$ cat src/rtl/arbitro_1_rr.sv
// -----------------------------------------------------------------------------
// arbitro_1_rr
//   Round-robin merge arbiter. It drains four class FIFOs into one shared
//   downstream FIFO. Each cycle it pops at most one entry from the granted
//   input FIFO. That entry is pushed downstream on the following cycle.
//   A grant lasts for at most BURST consecutive pops. After that the arbiter
//   moves on to the next non-empty port.
//
// Parameters
//   DATA_W       width of one FIFO entry (class bits included)
//   BURST        max consecutive pops per grant before advancing (>=1)
//
// Ports
//   clk          clock, all state on posedge
//   reset        synchronous, active-low
//   Enable       1 = arbitrate; 0 = freeze state, no Pop, no Push
//   FIFO_empty   empty flag of input FIFO i (bit i)
//   Data_in      show-ahead read data, port i = [i*DATA_W +: DATA_W]
//   Almost_full  downstream FIFO almost full (stalls the grant)
//   Pop          one-hot pop to input FIFO i (combinational)
//   Push         push to downstream FIFO (registered)
//   Data_out     entry pushed this cycle (registered)
//   Src_out      index of the port Data_out came from (registered)
// -----------------------------------------------------------------------------
module arbitro_1_rr #(
  parameter int DATA_W = 6,
  parameter int BURST  = 4
) (
  input  logic                clk,
  input  logic                reset,
  input  logic                Enable,
  input  logic [3:0]          FIFO_empty,
  input  logic [4*DATA_W-1:0] Data_in,
  input  logic                Almost_full,
  output logic [3:0]          Pop,
  output logic                Push,
  output logic [DATA_W-1:0]   Data_out,
  output logic [1:0]          Src_out
);

  localparam int CNT_W = (BURST > 1) ? $clog2(BURST) : 1;

  typedef enum logic {
    IDLE  = 1'b0,
    SERVE = 1'b1
  } state_t;

  state_t              state_reg;
  logic [1:0]          ptr_reg;
  logic [CNT_W-1:0]    cnt_reg;
  logic                push_reg;
  logic [DATA_W-1:0]   data_out_reg;
  logic [1:0]          src_out_reg;

  logic [DATA_W-1:0]   data_slice [4];
  logic [3:0]          cand_ne;      // cand_ne[k]: port ptr+1+k holds data
  logic                found_next;
  logic [1:0]          next_ptr;
  logic                popped;
  logic                cnt_last;

  // Split the read bus into per-port slices. Build the rotated
  // non-empty vector, ordered by round-robin distance from ptr.
  // The last slot (k=3) is ptr itself, so a port that is the only
  // one holding data gets re-granted.
  generate
    for (genvar gi = 0; gi < 4; gi++) begin : g_port
      logic [1:0] idx;
      assign data_slice[gi] = Data_in[gi*DATA_W +: DATA_W];
      assign idx            = ptr_reg + 2'(gi + 1);
      assign cand_ne[gi]    = ~FIFO_empty[idx];
      assign Pop[gi]        = popped & (ptr_reg == 2'(gi));
    end
  endgenerate

  // First non-empty port in round-robin order after ptr.
  // The loop runs downward so that the nearest candidate wins.
  always_comb begin
    found_next = 1'b0;
    next_ptr   = ptr_reg;
    for (int k = 3; k >= 0; k--) begin
      if (cand_ne[k]) begin
        found_next = 1'b1;
        next_ptr   = ptr_reg + 2'(k + 1);
      end
    end
  end

  // The pop is Mealy. The empty flag is seen in the same cycle, so an
  // empty FIFO is never popped, even when it emptied on the previous pop.
  assign popped   = Enable & reset & (state_reg == SERVE) &
                    ~FIFO_empty[ptr_reg] & ~Almost_full;
  assign cnt_last = (cnt_reg == CNT_W'(BURST - 1));

  always_ff @(posedge clk) begin
    if (!reset) begin
      state_reg    <= IDLE;
      ptr_reg      <= 2'd0;
      cnt_reg      <= '0;
      push_reg     <= 1'b0;
      data_out_reg <= '0;
      src_out_reg  <= 2'd0;
    end else if (Enable) begin
      push_reg <= popped;
      if (popped) begin
        data_out_reg <= data_slice[ptr_reg];
        src_out_reg  <= ptr_reg;
      end
      case (state_reg)
        IDLE: begin
          // Grant only. The first pop happens in the next cycle.
          if (found_next) begin
            state_reg <= SERVE;
            ptr_reg   <= next_ptr;
            cnt_reg   <= '0;
          end
        end
        SERVE: begin
          // While Almost_full is high, the grant and burst count are held.
          if (!Almost_full) begin
            if (popped && !cnt_last) begin
              cnt_reg <= cnt_reg + 1'b1;
            end else begin
              // The burst is exhausted, or the granted port has drained.
              cnt_reg <= '0;
              if (found_next) begin
                ptr_reg <= next_ptr;
              end else begin
                state_reg <= IDLE;
              end
            end
          end
        end
        default: state_reg <= IDLE;
      endcase
    end else begin
      push_reg <= 1'b0;
    end
  end

  assign Push     = push_reg;
  assign Data_out = data_out_reg;
  assign Src_out  = src_out_reg;

endmodule

$ cat config.mk
export PLATFORM = sky130hd
export DESIGN_NAME = arbitro_1_rr
export DESIGN_NICKNAME = d
export VERILOG_FILES = /design/src/rtl/arbitro_1_rr.sv
export SDC_FILE = /design/constraint.sdc
export NUM_CORES = 1
export LEC_CHECK = 0
export ABC_AREA = 0
export CAP_MARGIN = 40
export CORE_MARGIN = 3
export CORE_UTILIZATION = 44
export DETAILED_ROUTE_END_ITERATION = 8
export PLACE_DENSITY_LB_ADDON = 0.3
export SLEW_MARGIN = 5
export SYNTH_ARGS = -nofsm -noshare
export SYNTH_HDL_FRONTEND = slang
export SYNTH_SLANG_ARGS = --single-unit
export TNS_END_PERCENT = 20
$ cat constraint.sdc
create_clock -name clk -period 4.54 [get_ports clk]
set_input_delay 0.454 -clock clk [delete_from_list [all_inputs] [get_ports clk]]
set_output_delay 0.454 -clock clk [all_outputs]
set_load 0.02 [all_outputs]
==> results.json <==
{
  "synth_area_um2": 1005,
  "cts-resized-gates": 0,
  "fin_setup_tns_ns": 0,
  "synth_edf_count": 0,
  "hp-class": "flop to flop",
  "path_clk_slew_ns": 0.08,
  "die_w_um": 53.79,
  "initial_core_util_pct": 48.73,
  "largest_register_ffs": 6,
  "maxSlewHeadroom_pct": 54.25,
  "drive_gt1_share_pct": 13.57,
  "syn_nets": 135,
  "grt-ovfl-total": 0,
  "fin_skew_ns": 0.001847,
  "gp_congestion": 0.7500,
  "vias": 903,
  "clockBufferDepth": 2,
  "cp-end-kind": "output pin",
  "cts_hold_buf": 0,
  "viasPerCell": 5.407,
  "worstSetupPathType": "input port to output pin",
  "arrival_ns": 2.62,
  "period_minus_slack_ns": 3.071,
  "die_h_um": 53.79,
  "cts.sinks": 14,
  "synthArstFlopShare_pct": 0,
  "grt_setup_unrepaired": "false",
  "first_pass_iters": 4,
  "design.die.area_um2": 2893,
  "synth_compound_area_share_pct": 14.69,
  "ys_ff_latch": 14,
  "synth_flop_cell": "dfxtp_1",
  "postLayoutCoreUtil_pct": 70.93,
  "dp_cells": 164,
  "muxShareOfSynthArea_pct": 30.26,
  "syn_area_per_cell_um2": 10.25,
  "leakagePower_nw": 0.5234,
  "yosysWarnings": 0,
  "clock_latency_ns": 0.28,
  "fmax_mhz": 325.6,
  "core_area_um2": 2062,
  "io_pins": 45,
  "grt_pass1_wl_um": 3829,
  "r2r_slack_ns": 1.97,
  "drc": 0,
  "worstPathMaxFanout": 12,
  "critPathRequiredTime_ns": 4.09,
  "synth-xor-area-share_pct": 0,
  "ys_seq_area_share_pct": 27.90,
  "post-cts-setup-buffers": 0,
  "row_count": 16,
  "synth_cell_types": 31,
  "routed_wl_um": 2449,
  "outcome": "finished clean",
  "portBuffers": 44,
  "p_per_area_nw_per_um2": 228.3,
  "routedWlPerCell_um": 14.66,
  "drv_cap": 0,
  "synth_fa_ha_area_share_pct": 6.227,
  "grt_pass1_vias": 829,
  "n_antenna_cell": 0,
  "synthSimpleGateAreaFrac_pct": 14.45,
  "setup_violations": 0,
  "dp_hpwl_um": 1955,
  "tightest_slew_ns": 0.6854,
  "antenna_found_initial": 0,
  "ir_worst_vdd_mv": 0.1562,
  "cp-start-kind": "input port",
  "fin_nets": 179,
  "grt_max_degree": 19,
  "grt_usage_pct": 18.67,
  "antenna_left": 0,
  "cts_tree": "yes",
  "dr.first_iter.drc_count": 9,
  "cts.root.buffer_cell": "clkbuf_4",
  "syn-instance-count": 98,
  "fin_total_pwr_w": 0.0003339,
  "fin_crit_sh_pct": 67.65,
  "cts_made_buffers": 3,
  "cts_htree_levels": 1,
  "final_cells": 167,
  "slew_viol_final": 0,
  "hold_violations": 0,
  "syn2layout_area_growth_pct": 45.58,
  "synth_top_family_by_area": "multiplexers"
}
==> cell usage after synthesis, types with 2 or more instances <==
master	instances	area, um2
a22oi_1	2	15.01
clkbuf_1	2	7.510
nor2_1	12	45.04
dfxtp_1	14	280.3
o21ai_0	4	20.02
ha_1	5	62.56
and2_1	4	25.02
mux2i_1	12	120.1
inv_1	5	18.77
a21oi_1	3	15.01
buf_6	3	33.78
mux4_2	7	157.7
nand2_1	6	22.52
a21boi_1	2	15.01
==> metal layers <==
metal | track usage [%] | routed length (um)
met4 | 3.830 | 0
met2 | 32.86 | 1256
met3 | 5.540 | 180
met5 | 0 | 0
met1 | 22.20 | 1012
==> logic make-up (layout without fill, tap and decap cells) <==
kind of cell / count (synthesis) / in the layout
AO/OA/AOI/OAI: 17 / 17
adder cells (fa/ha/maj): 5 / 5
buffers and inverters: 11 / 53
flip-flops: 14 / 14
multiplexers: 21 / 21
AND/OR/NAND/NOR: 30 / 30
==> through the flow <==
step                      hold slack [ns]  setup slack, ns  instance area, um2
after global routing               0.5258            1.336                1463
after CTS                          0.5022            1.483                1463
after global placement             0.4738            1.564                1440
final                              0.5001            1.469                1463
after floorplan                    0.4815            2.227                1005
after detailed placement           0.4825            1.488                1440
==> critical path: stages <==
cell	delay [ns]
clkdlybuf4s50_1	0.55
mux2i_1	0.41
a2bb2oi_4	0.13
nor2_4	0.30
and2_1	0.17
clkdlybuf4s50_1	0.60
==> report_power, final <==
part | internal [W] | switching, W | total [W] | leakage [nW]
Clock | 0.0000308 | 0.0000384 | 0.0000692 | 0.0138
Sequential | 0.000127 | 0.0000134 | 0.000141 | 0.114
Combinational | 0.0000766 | 0.0000473 | 0.000124 | 0.396
==> final timing paths <==
path,start,end,cells past startpoint
worst max-delay path,FIFO_empty[1],Pop[1],6
worst min register to register,Src_out[1]$_SDFFE_PN0P_,Src_out[1]$_SDFFE_PN0P_,2
worst min-delay path,Src_out[1]$_SDFFE_PN0P_,Src_out[1]$_SDFFE_PN0P_,2
worst max register to register,ptr_reg[0]$_SDFFE_PN0P_,ptr_reg[0]$_SDFFE_PN0P_,7
==> area by class of cell <==
class                           instances  area (um2)
Fill cell                             163       599.3
Sequential cell                        14       280.3
Timing Repair Buffer                   45       447.9
Multi-Input combinational cell         73       659.4
Tap cell                               27       33.78
Inverter                                5       18.77
Clock buffer                            3       22.52
==> cells in the final DEF (no fill, tap or decap), types with 2 or more instances in the layout <==
cell type	count
nand2_1	6
and2_1	4
inv_1	5
a22oi_1	2
o21ai_0	4
a21boi_1	2
mux4_2	7
dfxtp_1	14
a21oi_1	3
ha_1	5
nor2_1	12
clkdlybuf4s50_1	44
clkbuf_4	3
mux2i_1	12
Power figures use the tool's default switching activity.
